File: src/rtl/step_controller.sv
// Debounced single-step / CPU-reset controller with optional auto-run stepping.
// Optional feature macro: STEP_CONTROLLER_AUTORUN_EN (auto-run period stepper).
module step_controller #(
    parameter int DEBOUNCE_CYCLES = 50000,
    parameter int RUN_PERIOD      = 25000000
) (
    input  logic        clock,
    input  logic        reset,
    input  logic        step_button,
    input  logic        reset_button,
    input  logic        run_switch,
    output logic        step_pulse,
    output logic        cpu_reset,
    output logic [15:0] step_count,
    output logic        running
);

    typedef enum logic [1:0] {IDLE, ARM_PRESS, HELD, ARM_RELEASE} db_state_t;

    localparam int CW = (DEBOUNCE_CYCLES < 2) ? 1 : $clog2(DEBOUNCE_CYCLES + 1);
    localparam logic [CW-1:0] CNT_LAST = CW'(DEBOUNCE_CYCLES - 1);

`ifdef STEP_CONTROLLER_AUTORUN_EN
    localparam int NSYNC = 3;
    logic [NSYNC-1:0] raw_in;
    assign raw_in = {run_switch, reset_button, step_button};
`else
    localparam int NSYNC = 2;
    logic [NSYNC-1:0] raw_in;
    logic             unused_run_switch;
    assign raw_in            = {reset_button, step_button};
    assign unused_run_switch = run_switch;
`endif

    logic [NSYNC-1:0] sync1_reg, sync2_reg;
    logic [1:0]       press_evt;
    logic [1:0]       btn_active;
    logic [1:0]       rst_hold_reg;
    logic             pulse_reg;
    logic [15:0]      step_count_reg;
    logic             manual_evt;
    logic             auto_evt;

    function automatic logic [CW-1:0] sat_inc(input logic [CW-1:0] v);
        return (v == {CW{1'b1}}) ? v : v + 1'b1;
    endfunction

    always_ff @(posedge clock) begin
        if (!reset) begin
            sync1_reg <= '0;
            sync2_reg <= '0;
        end else begin
            sync1_reg <= raw_in;
            sync2_reg <= sync1_reg;
        end
    end

    // Index 0 debounces the step button, index 1 the CPU-reset button.
    for (genvar gi = 0; gi < 2; gi++) begin : g_db
        db_state_t     state_reg, state_next;
        logic [CW-1:0] cnt_reg, cnt_next;
        logic          din;
        logic          press_l, active_l;

        assign din = sync2_reg[gi];

        always_ff @(posedge clock) begin
            if (!reset) begin
                state_reg <= IDLE;
                cnt_reg   <= '0;
            end else begin
                state_reg <= state_next;
                cnt_reg   <= cnt_next;
            end
        end

        always_comb begin
            state_next = state_reg;
            cnt_next   = cnt_reg;
            case (state_reg)
                IDLE: if (din) begin
                    state_next = ARM_PRESS;
                    cnt_next   = CW'(1);
                end
                ARM_PRESS: begin
                    if (!din) begin
                        state_next = IDLE;
                        cnt_next   = '0;
                    end else if (cnt_reg >= CNT_LAST) begin
                        state_next = HELD;
                        cnt_next   = '0;
                    end else begin
                        cnt_next = sat_inc(cnt_reg);
                    end
                end
                HELD: if (!din) begin
                    state_next = ARM_RELEASE;
                    cnt_next   = CW'(1);
                end
                ARM_RELEASE: begin
                    if (din) begin
                        state_next = HELD;
                        cnt_next   = '0;
                    end else if (cnt_reg >= CNT_LAST) begin
                        state_next = IDLE;
                        cnt_next   = '0;
                    end else begin
                        cnt_next = sat_inc(cnt_reg);
                    end
                end
                default: begin
                    state_next = IDLE;
                    cnt_next   = '0;
                end
            endcase
        end

        always_comb begin
            press_l  = (state_reg == ARM_PRESS) && din && (cnt_reg >= CNT_LAST);
            active_l = (state_reg == HELD) || (state_reg == ARM_RELEASE);
        end

        assign press_evt[gi]  = press_l;
        assign btn_active[gi] = active_l;
    end

    // Two-stage hold keeps cpu_reset up through the first cycle after reset releases.
    always_ff @(posedge clock) begin
        if (!reset) rst_hold_reg <= 2'b11;
        else        rst_hold_reg <= {rst_hold_reg[0], 1'b0};
    end

    assign cpu_reset = rst_hold_reg[1] | btn_active[1];

`ifdef STEP_CONTROLLER_AUTORUN_EN
    localparam int RW = (RUN_PERIOD < 2) ? 1 : $clog2(RUN_PERIOD);
    logic [RW-1:0] run_cnt_reg;

    assign running    = sync2_reg[2] & ~cpu_reset;
    assign auto_evt   = running && (run_cnt_reg == RW'(RUN_PERIOD - 1));
    assign manual_evt = press_evt[0] & ~running;

    always_ff @(posedge clock) begin
        if (!reset || !running) run_cnt_reg <= '0;
        else if (auto_evt)      run_cnt_reg <= '0;
        else                    run_cnt_reg <= run_cnt_reg + 1'b1;
    end
`else
    assign running    = 1'b0;
    assign auto_evt   = 1'b0;
    assign manual_evt = press_evt[0];
`endif

    // Manual and auto events merge into a single strobe; a gated strobe is dropped.
    always_ff @(posedge clock) begin
        if (!reset) pulse_reg <= 1'b0;
        else        pulse_reg <= manual_evt | auto_evt;
    end

    assign step_pulse = pulse_reg & ~cpu_reset;

    always_ff @(posedge clock) begin
        if (!reset)          step_count_reg <= '0;
        else if (cpu_reset)  step_count_reg <= '0;
        else if (step_pulse) step_count_reg <= step_count_reg + 16'd1;
    end

    assign step_count = step_count_reg;

endmodule

File: config.mk
export PLATFORM = sky130hd
export DESIGN_NAME = step_controller
export DESIGN_NICKNAME = d
export VERILOG_FILES = /design/src/rtl/step_controller.sv
export SDC_FILE = /design/constraint.sdc
export NUM_CORES = 1
export LEC_CHECK = 0
export ABC_AREA = 1
export CORE_AREA = 2 2 57 113
export DETAILED_ROUTE_END_ITERATION = 12
export DIE_AREA = 0 0 59 115
export PLACE_DENSITY = 0.8
export SLEW_MARGIN = 20
export SYNTH_ARGS = -nofsm -noshare
export SYNTH_HDL_FRONTEND = slang
export SYNTH_SLANG_ARGS = --single-unit
File: constraint.sdc
create_clock -name clock -period 1.9 [get_ports clock]
set_input_delay 0.19 -clock clock [delete_from_list [all_inputs] [get_ports clock]]
set_output_delay 0.19 -clock clock [all_outputs]
set_load 0.03 [all_outputs]
## Word level (Yosys, flattened, before mapping)

Cells that the tools add are included.

| word-level totals | value |
|---|---|
| output and inout bits | 19 |
| bits of input ports | 5 |
| register bits | 59 |
| logic and storage cells | 74 |

| operators by class | value |
|---|---|
| reductions and logical operators | 10 |
| $lt $le $gt $ge | 2 |
| muxes and demuxes | 29 |
| equality and inequality tests | 16 |
| $add $sub $neg | 3 |
| bitwise operators | 4 |

Operators with widths:

| operator | count |
|---|---|
| 16-bit 2-to-1 mux | 12 |
| 16-bit case mux with 4 select lines | 2 |
| 16-bit by 1-bit adder with 16-bit output (second input constant) | 3 |
| 16-bit equality test (second input constant) | 2 |
| 16-bit >= comparator (second input constant) | 2 |
| 2-bit 2-to-1 mux | 12 |
| 2-bit case mux with 4 select lines | 2 |
| 3-bit inequality test (second input constant) | 4 |
| 2-bit equality test (second input constant) | 4 |
| 2-bit inequality test (second input constant) | 4 |
| 4-bit AND reduction | 2 |
| 2-bit by 1-bit equality test with 1-bit output (second input constant) | 2 |
| 2-bit logical NOT | 2 |
| 2-bit AND reduction | 2 |
| 1-bit logical AND | 2 |
| 1-bit inverter | 2 |
| 2-bit OR reduction | 1 |
| 1-bit bitwise AND | 1 |
| 1-bit logical OR | 1 |
| 1-bit 2-to-1 mux | 1 |
| 1-bit bitwise OR | 1 |

## Logic depth before layout (Yosys ltp)

| logic depth | value |
|---|---|
| depth in word-level cells | 5 |
| depth in mapped cells | 12 |
| gate-level depth less buffers | 12 |

## Least setup slack after synthesis

No wires, ideal clock.

| timing | value |
|---|---|
| path type | reg2reg |
| from | register step_count_reg[0], in the netlist step_count[0] |
| to | register step_count_reg[14], in the netlist step_count[14] |
| data required time | 1.784 ns |
| slack | 0.251 ns |
| cell stages (with the launch flop) | 9 |
| period minus slack after synthesis | 1.649 ns |
| data arrival time | 1.534 ns |
| cell sequence | dfxtp_1 > ha_1 > nand3_1 > nor3b_4 > nand3_2 > nor2_2 > nand3_1 > nand2_1 > nor2_1 |

| between the ends | value |
|---|---|
| longest elaborated chain between the ends | 1 |

RTL lines:

| what | line | RTL |
|---|---|---|
| start: declaration | 40 | `logic [15:0] step_count_reg;` |
| start signal: assignment | 165 | `else if (step_pulse) step_count_reg <= step_count_reg + 16'd1;` |
| 16-bit by 1-bit adder with 16-bit output | 165 |  |

Every way passes these cells.
A chain may end at the register's enable or synchronous reset.

==> results.sh <==
export IMPL_grt_start_max_net_pins=21
export IMPL_grtUsageTotal=0.237
export IMPL_hold_path_class="input pin to flip-flop"
export IMPL_slew_viol_final=0
export IMPL_synth_cell_types=40
export IMPL_die_w_um=59
export IMPL_largest_reg_flops=32
export IMPL_clk_pin_slew_worst_paths_ps=50
export IMPL_core_area_um2=5910
export IMPL_clockBufferDepth=2
export IMPL_ys_async_sr_fraction=0
export IMPL_reg2reg_from="g_db[1].cnt_reg[0]$_SDFFE_PN0P_"
export IMPL_power_leakage_uw=0.00157
export IMPL_ios=24
export IMPL_crit_arrival_ps=1520
export IMPL_die_h_um=115
export IMPL_finalCriticalPeriod_ps=1710
export IMPL_synth_edf_count=0
export IMPL_syn_cell_area_um2=3380
export IMPL_ys_seq_elements=59
export IMPL_grt_pass1_vias=2954
export IMPL_insertedDiodeCount=0
export IMPL_synth_avg_cell_area_um2=6.64
export IMPL_syn_to_final_growth_pct=18.1
export IMPL_rsz0062_at_grt="no"
export IMPL_worstPathRequired_ps=1710
export IMPL_r2r_slack_ps=250
export IMPL_cts_tree="built"
export IMPL_drc=0
export IMPL_ir_worst_vdd_mv=0.641
export IMPL_wirelength_um=7160
export IMPL_reg2regPathDepth=10
export IMPL_syn_nets=517
export IMPL_dpl_hpwl_um=5110
export IMPL_critPathCapture="cpu_reset"
export IMPL_fin_tns_setup_ps=0
export IMPL_power_density_nw_per_um2=804
export IMPL_power_frac_seq=0.398
export IMPL_internal_power_uw=2540
export IMPL_multi_input_area_um2=1900
export IMPL_ys_seq_area_frac=0.349
export IMPL_first_iter_violations=208
export IMPL_first_pass_iters=5
export IMPL_tritoncts_num_sinks=59
export IMPL_max_cap_violations=0
export IMPL_grt_pass1_wl_um=12500
export IMPL_antenna_found_initial=0
export IMPL_synth_warnings=0
export IMPL_period_share=0.903
export IMPL_port_buffers=21
export IMPL_die_area_um2=6790
export IMPL_post_place_ws_ps=270
export IMPL_drive_gt1_frac=0.120
export IMPL_finalHoldViolations=0
export IMPL_p_switching_uw=676
export IMPL_cts_root_buf="clkbuf_16"
export IMPL_fillers=528
export IMPL_fin_skew_ps=7.52
export IMPL_numCtsBuffers=9
export IMPL_outcome="finished clean"
export IMPL_worstSetupPathType="flip-flop to output pin"
export IMPL_cts_htree_levels=3
export IMPL_regArea_um2=1180
export IMPL_avgRoutedWirePerCell_um=11.8
export IMPL_sw_frac_of_total=0.211
export IMPL_clock_latency_ps=330
export IMPL_endpoint_kind="output pin"
export IMPL_place_gp_congestion=0.923
export IMPL_worstReg2RegEnd="g_db[1].cnt_reg[3]$_SDFFE_PN0P_"
export IMPL_combPwrFrac=0.055
export IMPL_worstSetupStartpointType="flip-flop"
export IMPL_start_util=0.573
export IMPL_fmax_mhz=583
export IMPL_crit_fanout=4
export IMPL_ant_nets=0
export IMPL_syn_inst=509
export IMPL_min_from="step_button"
export IMPL_fin_ws_ps=185
export IMPL_cts_hold_buf=0
export IMPL_p_clk_frac=0.547
export IMPL_via_count=3228
export IMPL_setup_violations=0
export IMPL_synth_ff_type="dfxtp_1"
export IMPL_routed_via_density=5.33
export IMPL_grt_ovfl_total=0
export IMPL_cts_setup_buffers=0
export IMPL_fin_nets=546
export IMPL_rows=40
-- layout by cell type (no fill, tap or decap), types with 11 or more instances in the layout --
master             n
nor2_1            45
nor3_1            14
a21oi_1           43
o21ai_0           18
nand4_1           11
dfxtp_1           59
nand3_1           37
clkdlybuf4s50_1   20
inv_1             56
nand2_1          143
-- logic make-up (layout without fill, tap and decap cells) --
family,count (synthesis),after routing,synth area share
flops,59,59,0.349
compound gates,67,67,0.103
simple gates,292,292,0.414
xor+xnor,12,12,0.0311
other cells,1,1,0.00111
buf+inv,75,109,0.0906
fa+ha+maj,3,3,0.0111
-- critical path, cell delays in order, from the launching register on --
cell and delay [ps]:
dfxtp_1 370, nor2_2 70, inv_1 80, clkdlybuf4s50_1 670
-- per-layer routing --
layer	vias up	share of wire	global-route usage
met5	-	0	0
met1	1458	0.47	0.308
met3	13	0.040	0.0619
met4	0	0.022	0.112
li1	1690	-	-
met2	67	0.46	0.359
-- per-stage QoR --
stage	hold slack, ps	area (um2)	power (uW)	cells	util
final	391	4000	3210	606	0.676
after global routing	394	4000	3330	606	0.676
after CTS	385	3990	3240	606	0.676
after detailed placement	398	3660	1480	590	0.621
after global placement	398	3660	1470	590	0.621
after floorplan	288	3380	1420	509	-
-- cells in the mapped netlist, types with 2 or more instances --
library cell    n  area [um2]
buf_4           2        15.0
nand3_2         4        40.0
buf_6           2        22.5
nor2_1         45         169
inv_2           8        30.0
ha_1            3        37.5
nand4_1        11        68.8
or2_1           2        12.5
nand2_2         5        31.3
a21oi_1        43         215
nand3_1        37         185
nor3_1         14        70.1
dfxtp_1        59        1180
nor2_4          4        45.0
or2_2           4        25.0
o21ai_0        19        95.1
inv_1          56         210
xnor2_1         3        26.3
nor2_2          9        56.3
buf_2           2        10.0
xor2_1          9        78.8
clkbuf_1        5        18.8
nand3b_1        3        22.5
nand2_1       144         541
-- worst min path at each step --
stage	to	cells past startpoint	slack, ps
floorplan	sync1_reg[0]$_SDFF_PN0_	2	290
global placement	rst_hold_reg[1]$_SDFF_PN1_	1	400
detailed placement	rst_hold_reg[1]$_SDFF_PN1_	1	400
CTS	sync1_reg[0]$_SDFF_PN0_	3	390
global route	sync1_reg[0]$_SDFF_PN0_	3	390
finish	sync1_reg[0]$_SDFF_PN0_	3	390
-- power groups by stage --
| stage | Combinational, uW | Clock, uW | Sequential, uW |
|---|---|---|---|
| floorplan | 112 | 0 | 1300 |
| global placement | 170 | 0 | 1300 |
| detailed placement | 175 | 0 | 1300 |
| CTS | 176 | 1790 | 1280 |
| global route | 197 | 1850 | 1280 |
| finish | 176 | 1760 | 1280 |
-- repair_timing --
action,4_1_cts,5_1_grt
hold endpoints to repair,0,0
gates resized for setup,1,2
cloned,0,0
endpoints found under the setup margin,1,1
-- cell type report --
cell class              instances  share of cell area
clock buffers                  12              0.0642
clock inverters                 4              0.0182
inverters                      64              0.0601
multi-input cells             375               0.475
flip-flops and latches         59               0.296
well taps                      63              0.0197
repair buffers                 29              0.0673
No activity file was read; power rests on OpenSTA's default activity.
